[src/rtl/datapath_ctrl.sv]
// datapath_ctrl: multi-cycle Moore sequencer for the CPU datapath (regfile,
// A/B/C registers, ALU, status register). A start pulse in WAIT captures the
// decoded opcode/op fields; the FSM then steps through the register reads,
// the ALU load and the regfile write-back for MOV-imm, MOV-reg, ADD, CMP,
// AND and MVN.
//
// Build option: define FSM_ILLEGAL_TRAP_EN to trap unsupported instructions
// in a HALT state (illegal = 1, w = 0) that only reset can leave. Without it,
// unsupported instructions return silently to WAIT and illegal is tied 0.
module datapath_ctrl #(
  parameter logic [1:0] VSEL_C   = 2'b00,
  parameter logic [1:0] VSEL_IMM = 2'b01
) (
  input  logic       clk,
  input  logic       reset,
  input  logic       s,
  input  logic [2:0] opcode,
  input  logic [1:0] op,
  output logic       w,
  output logic [2:0] nsel,
  output logic       write,
  output logic       loada,
  output logic       loadb,
  output logic       loadc,
  output logic       loads,
  output logic       asel,
  output logic       bsel,
  output logic [1:0] vsel,
  output logic       illegal
);

  localparam logic [2:0] OPC_MOV    = 3'b110;
  localparam logic [2:0] OPC_ALU    = 3'b101;
  localparam logic [1:0] OP_MOV_IMM = 2'b10;
  localparam logic [1:0] OP_MOV_REG = 2'b00;
  localparam logic [1:0] OP_CMP     = 2'b01;

  // One-hot register-field selects presented to the instruction decoder.
  localparam logic [2:0] NSEL_NONE = 3'b000;
  localparam logic [2:0] NSEL_RN   = 3'b001;
  localparam logic [2:0] NSEL_RD   = 3'b010;
  localparam logic [2:0] NSEL_RM   = 3'b100;

  typedef enum logic [2:0] {
    S_WAIT      = 3'd0,
    S_DECODE    = 3'd1,
    S_WRITE_IMM = 3'd2,
    S_GET_A     = 3'd3,
    S_GET_B     = 3'd4,
    S_ALU       = 3'd5,
    S_WRITE_REG = 3'd6
`ifdef FSM_ILLEGAL_TRAP_EN
    ,S_HALT     = 3'd7
`endif
  } state_t;

  state_t     state_q, state_d;
  logic [2:0] opcode_q, opcode_d;
  logic [1:0] op_q, op_d;

  logic is_mov_imm;
  logic is_mov_reg;
  logic is_alu;
  logic is_cmp;

  // Classify the captured instruction; the live opcode/op inputs are never
  // consulted after the start edge.
  always_comb begin
    is_mov_imm = (opcode_q == OPC_MOV) && (op_q == OP_MOV_IMM);
    is_mov_reg = (opcode_q == OPC_MOV) && (op_q == OP_MOV_REG);
    is_alu     = (opcode_q == OPC_ALU);
    is_cmp     = is_alu && (op_q == OP_CMP);
  end

  // State and captured instruction fields; reset abandons any instruction.
  always_ff @(posedge clk or posedge reset) begin
    if (reset) begin
      state_q  <= S_WAIT;
      opcode_q <= 3'b000;
      op_q     <= 2'b00;
    end else begin
      state_q  <= state_d;
      opcode_q <= opcode_d;
      op_q     <= op_d;
    end
  end

  // Next-state logic; opcode/op are captured only on the edge leaving WAIT.
  always_comb begin
    state_d  = state_q;
    opcode_d = opcode_q;
    op_d     = op_q;
    case (state_q)
      S_WAIT: begin
        if (s) begin
          state_d  = S_DECODE;
          opcode_d = opcode;
          op_d     = op;
        end
      end
      S_DECODE: begin
        if (is_mov_imm) begin
          state_d = S_WRITE_IMM;
        end else if (is_mov_reg) begin
          state_d = S_GET_B;
        end else if (is_alu) begin
          state_d = S_GET_A;
        end else begin
`ifdef FSM_ILLEGAL_TRAP_EN
          state_d = S_HALT;
`else
          state_d = S_WAIT;
`endif
        end
      end
      S_WRITE_IMM: state_d = S_WAIT;
      S_GET_A:     state_d = S_GET_B;
      S_GET_B:     state_d = S_ALU;
      S_ALU:       state_d = is_cmp ? S_WAIT : S_WRITE_REG;
      S_WRITE_REG: state_d = S_WAIT;
`ifdef FSM_ILLEGAL_TRAP_EN
      S_HALT:      state_d = S_HALT;
`endif
      default:     state_d = S_WAIT;
    endcase
  end

  // Moore output decode: strobes depend only on the state and captured fields.
  always_comb begin
    w       = 1'b0;
    nsel    = NSEL_NONE;
    write   = 1'b0;
    loada   = 1'b0;
    loadb   = 1'b0;
    loadc   = 1'b0;
    loads   = 1'b0;
    asel    = 1'b0;
    bsel    = 1'b0;
    vsel    = VSEL_C;
    illegal = 1'b0;
    case (state_q)
      S_WAIT: w = 1'b1;
      S_WRITE_IMM: begin
        nsel  = NSEL_RN;
        vsel  = VSEL_IMM;
        write = 1'b1;
      end
      S_GET_A: begin
        nsel  = NSEL_RN;
        loada = 1'b1;
      end
      S_GET_B: begin
        nsel  = NSEL_RM;
        loadb = 1'b1;
      end
      S_ALU: begin
        // MOV-reg reuses the ADD path with A forced to zero, so C = Rm.
        loadc = 1'b1;
        asel  = is_mov_reg;
        loads = is_cmp;
      end
      S_WRITE_REG: begin
        nsel  = NSEL_RD;
        vsel  = VSEL_C;
        write = 1'b1;
      end
`ifdef FSM_ILLEGAL_TRAP_EN
      S_HALT: illegal = 1'b1;
`endif
      default: ;
    endcase
  end

endmodule
[config.mk]
export PLATFORM = sky130hd
export DESIGN_NAME = datapath_ctrl
export DESIGN_NICKNAME = d
export VERILOG_FILES = /design/src/rtl/datapath_ctrl.sv
export SDC_FILE = /design/constraint.sdc
export NUM_CORES = 1
export LEC_CHECK = 0
export CAP_MARGIN = 0
export CORE_AREA = 2 2 39 41
export CTS_CLUSTER_SIZE = 16
export DETAILED_ROUTE_END_ITERATION = 16
export DIE_AREA = 0 0 41 43
export DONT_BUFFER_PORTS = 1
export HOLD_SLACK_MARGIN = 0.03
export PLACE_DENSITY_LB_ADDON = 0.2
export SYNTH_ARGS = -nofsm -noshare
export SYNTH_HDL_FRONTEND = slang
export SYNTH_SLANG_ARGS = --single-unit
[constraint.sdc]
create_clock -name clk -period 1.4 [get_ports clk]
set_clock_uncertainty 0.05 [all_clocks]
set_input_delay 0.21 -clock clk [delete_from_list [all_inputs] [get_ports clk]]
set_output_delay 0.21 -clock clk [all_outputs]
set_load 0.05 [all_outputs]
==> results.py <==
metrics = {
    "global_routing": {
        "grt_pass1_wl_mm": 2.22,
        "antenna_found_initial": 0,
        "gr-total-overflow": 0,
        "grt_pass1_vias": 504,
        "grt_max_degree": 9,
        "grt_usage": 0.189,
    },
    "sta": {
        "min_period_ns": 1.59,
        "fmax_mhz": 630,
        "fin_tns_setup_ns": -1.08,
        "finalWorstSetupSlack_ns": -0.186,
        "min_period_over_period": 1.13,
        "setup_viol": 14,
        "maxSlewViolCount": 0,
        "rsz0062_at_grt": "yes",
        "hold_violations": 0,
    },
    "critical_path": {
        "startpoint_type": "register",
        "cp.buffers_inverters": 1,
        "crit_chain": "and4bb_2, nand2_2, nor2_4, buf_12",
        "cp-end-kind": "primary output",
        "crit_type": "reg2out",
        "crit_fanout": 4,
        "path_delay_family": "simple AND/OR/NAND/NOR gates",
        "cp_slowest_cell": "dfrtp_1",
        "required_ns": 1.14,
        "critPathMaxStageDelay_ns": 0.41,
        "crit_arrival_ns": 1.33,
    },
    "place": {
        "place_area_sq_um": 768,
        "post-dp-hpwl_um": 949,
        "gp_congestion": 0.815,
        "port_buffers": 0,
    },
    "detailed_routing": {
        "ant_nets": 0,
        "wl_per_cell_um": 14.4,
        "drt_wl_total_mm": 1.34,
        "m1WireLength_um": 480,
        "post-route-drc-count": 0,
        "met2_length_um": 753,
        "drt_iter0_drc": 5,
        "viasPerCell": 5.10,
        "dr_wl_met3_um": 65,
        "drtPass1Iterations": 5,
        "topRoutingLayerUsed": "met4",
        "num_vias": 474,
    },
    "synth": {
        "synth-seq-area-share": 0.375,
        "synth-xor-area-share": 0,
        "synth_edf_count": 0,
        "synth_top_family_by_area": "simple AND/OR/NAND/NOR gates",
        "synthMuxAreaShare": 0.141,
        "syn_area_sq_um": 534,
        "synth_area_leaders": "dfrtp_1, mux2_4, buf_4, nor2b_1, a31oi_1",
        "synth_cell_type_count": 28,
        "synthSimpleGateAreaFrac": 0.265,
        "yosysWarnings": 0,
        "netlist_instances": 53,
        "synth_seq_cells": 8,
        "yosysTopAreaCellShare": 0.375,
        "synth_top_flop_cell": "dfrtp_1",
        "synth_area_per_cell_sq_um": 10.1,
        "synthArstFlopShare": 1.00,
        "synthAdderAreaFrac": 0,
        "yosysTopAreaCell": "dfrtp_1",
        "synth_compound_area_frac": 0.105,
    },
    "die": {
        "core_region_area_sq_um": 1380,
        "initial_utilization": 0.386,
        "ios": 22,
        "fp.dieH_um": 43,
        "die_x_um": 41,
        "dieArea_sq_um": 1760,
        "rows": 14,
    },
    "layout": {
        "area_delta_synth_final_pct": 69.8,
        "layout.nets": 86,
        "n_antenna_cell": 0,
        "layout-drive-gt1-share": 0.649,
        "num-fill-cells": 107,
        "fin_area_sq_um": 907,
    },
    "power_and_ir_drop": {
        "ir_drop_v": 0.00127,
        "p_leak_nw": 0.397,
        "powerDensity_nw_per_um2": 2380,
    },
    "run": {
        "cap_viol_max_count": 0,
    },
    "cts": {
        "cts_buffer_depth": 2,
        "cts_sinks": 8,
        "cts-htree-levels": 1,
        "cts_tree": "built",
        "cts_buffers": 3,
        "cts_root_buf": "clkbuf_4",
        "path_clk_slew_ns": 0.06,
        "clkLatencyLatePin_ns": 0.26,
    },
    "run_status": {
        "violations": "setup timing",
        "outcome": "complete, but fails checks",
    },
    "hold_path": {
        "hold_path.class": "in2reg",
    },
}
## synth_stat cells (2+ instances only)
master   instances
a31oi_1          3
and2_1           2
buf_4            4
dfrtp_1          8
inv_1            2
mux2_4           5
nand2_1          3
nor2_1           3
nor2b_1          4
## sequential cells by signal, summed over array words and instances (netlist names)
| register | cells |
|---|---|
| opcode_q | 3 |
| state_q | 3 |
| op_q | 2 |
## metal layers
| metal | vias up | GRT usage |
|---|---|---|
| met5 | - | 0 |
| met4 | 0 | 0.120 |
| met3 | 4 | 0.0576 |
| met2 | 18 | 0.294 |
| met1 | 229 | 0.212 |
| li1 | 223 | - |
## area by class of cell
| class | count | area (sq um) | area share |
|---|---|---|---|
| clock buffers | 4 | 26.3 | 0.0290 |
| inverters | 2 | 7.51 | 0.00828 |
| multi-input cells | 38 | 354 | 0.390 |
| flip-flops and latches | 8 | 205 | 0.226 |
| well taps | 16 | 20.0 | 0.0221 |
| repair buffers | 25 | 294 | 0.324 |
## through the flow
step | total power, W | instances | hold WS, ns | worst slack, ns | utilization
after floorplan | 0.00139 | 55 | -0.0244 | -0.352 | -
after global placement | 0.00172 | 80 | 0.00665 | 0.0697 | 0.555
after detailed placement | 0.00175 | 80 | 0.0157 | 0.0388 | 0.555
after CTS | 0.00210 | 91 | 0.0332 | -0.178 | 0.629
after global routing | 0.00230 | 93 | 0.0306 | -0.244 | 0.656
final | 0.00216 | 93 | 0.0412 | -0.186 | 0.656
## timing repair
| item | 4_1_cts | 5_1_grt |
|---|---|---|
| gates cloned | 0 | 0 |
| pin swaps | 6 | 0 |
| resized for setup | 7 | 7 |
| setup buffers | 6 | 1 |
| hold endpoints to repair | 8 | 1 |
| hold buffers | 1 | 1 |
| setup endpoints to repair | 10 | 16 |
## cells by family after synthesis
group           after synthesis
compound gates                8
buf+inv                       9
flops                         8
mux                           5
other cells                   1
simple gates                 22
## path summary, 6_finish.rpt
| kind | cells past startpoint | start | to | slack, ns |
|---|---|---|---|---|
| setup / recovery | 4 | op_q[1]$_DFFE_PP0P_ | loads | -0.19 |
| hold / removal | 1 | op[1] | op_q[1]$_DFFE_PP0P_ | 0.04 |
| setup reg to reg | 4 | state_q[0]$_DFFE_PP0P_ | opcode_q[0]$_DFFE_PP0P_ | -0.03 |
| hold reg to reg | 2 | state_q[1]$_DFFE_PP0P_ | state_q[0]$_DFFE_PP0P_ | 0.58 |
| max in group asynchronous | 2 | reset | state_q[2]$_DFFE_PP0P_ | 0.73 |
| min in group asynchronous | 2 | reset | state_q[1]$_DFFE_PP0P_ | 0.29 |
## power breakdown
| group | switching, W | internal (W) | total [W] |
|---|---|---|---|
| clock network | 0.0000831 | 0.000109 | 0.000192 |
| registers | 0.000123 | 0.000352 | 0.000475 |
| logic | 0.000720 | 0.000773 | 0.00149 |
## cell usage in the layout, fill, tap and decap left out, types with 2 or more instances in the layout
cell type / instances
buf_4: 12
buf_12: 6
mux2_4: 5
dfrtp_1: 4
dfrtp_2: 4
a31oi_1: 3
and2_4: 3
nor2b_4: 3
conb_1: 3
clkbuf_4: 3
buf_6: 3
nand2_2: 2
inv_1: 2
nor2_4: 2
dlygate4sd3_1: 2
buf_8: 2
Power figures use the tool's default switching activity.
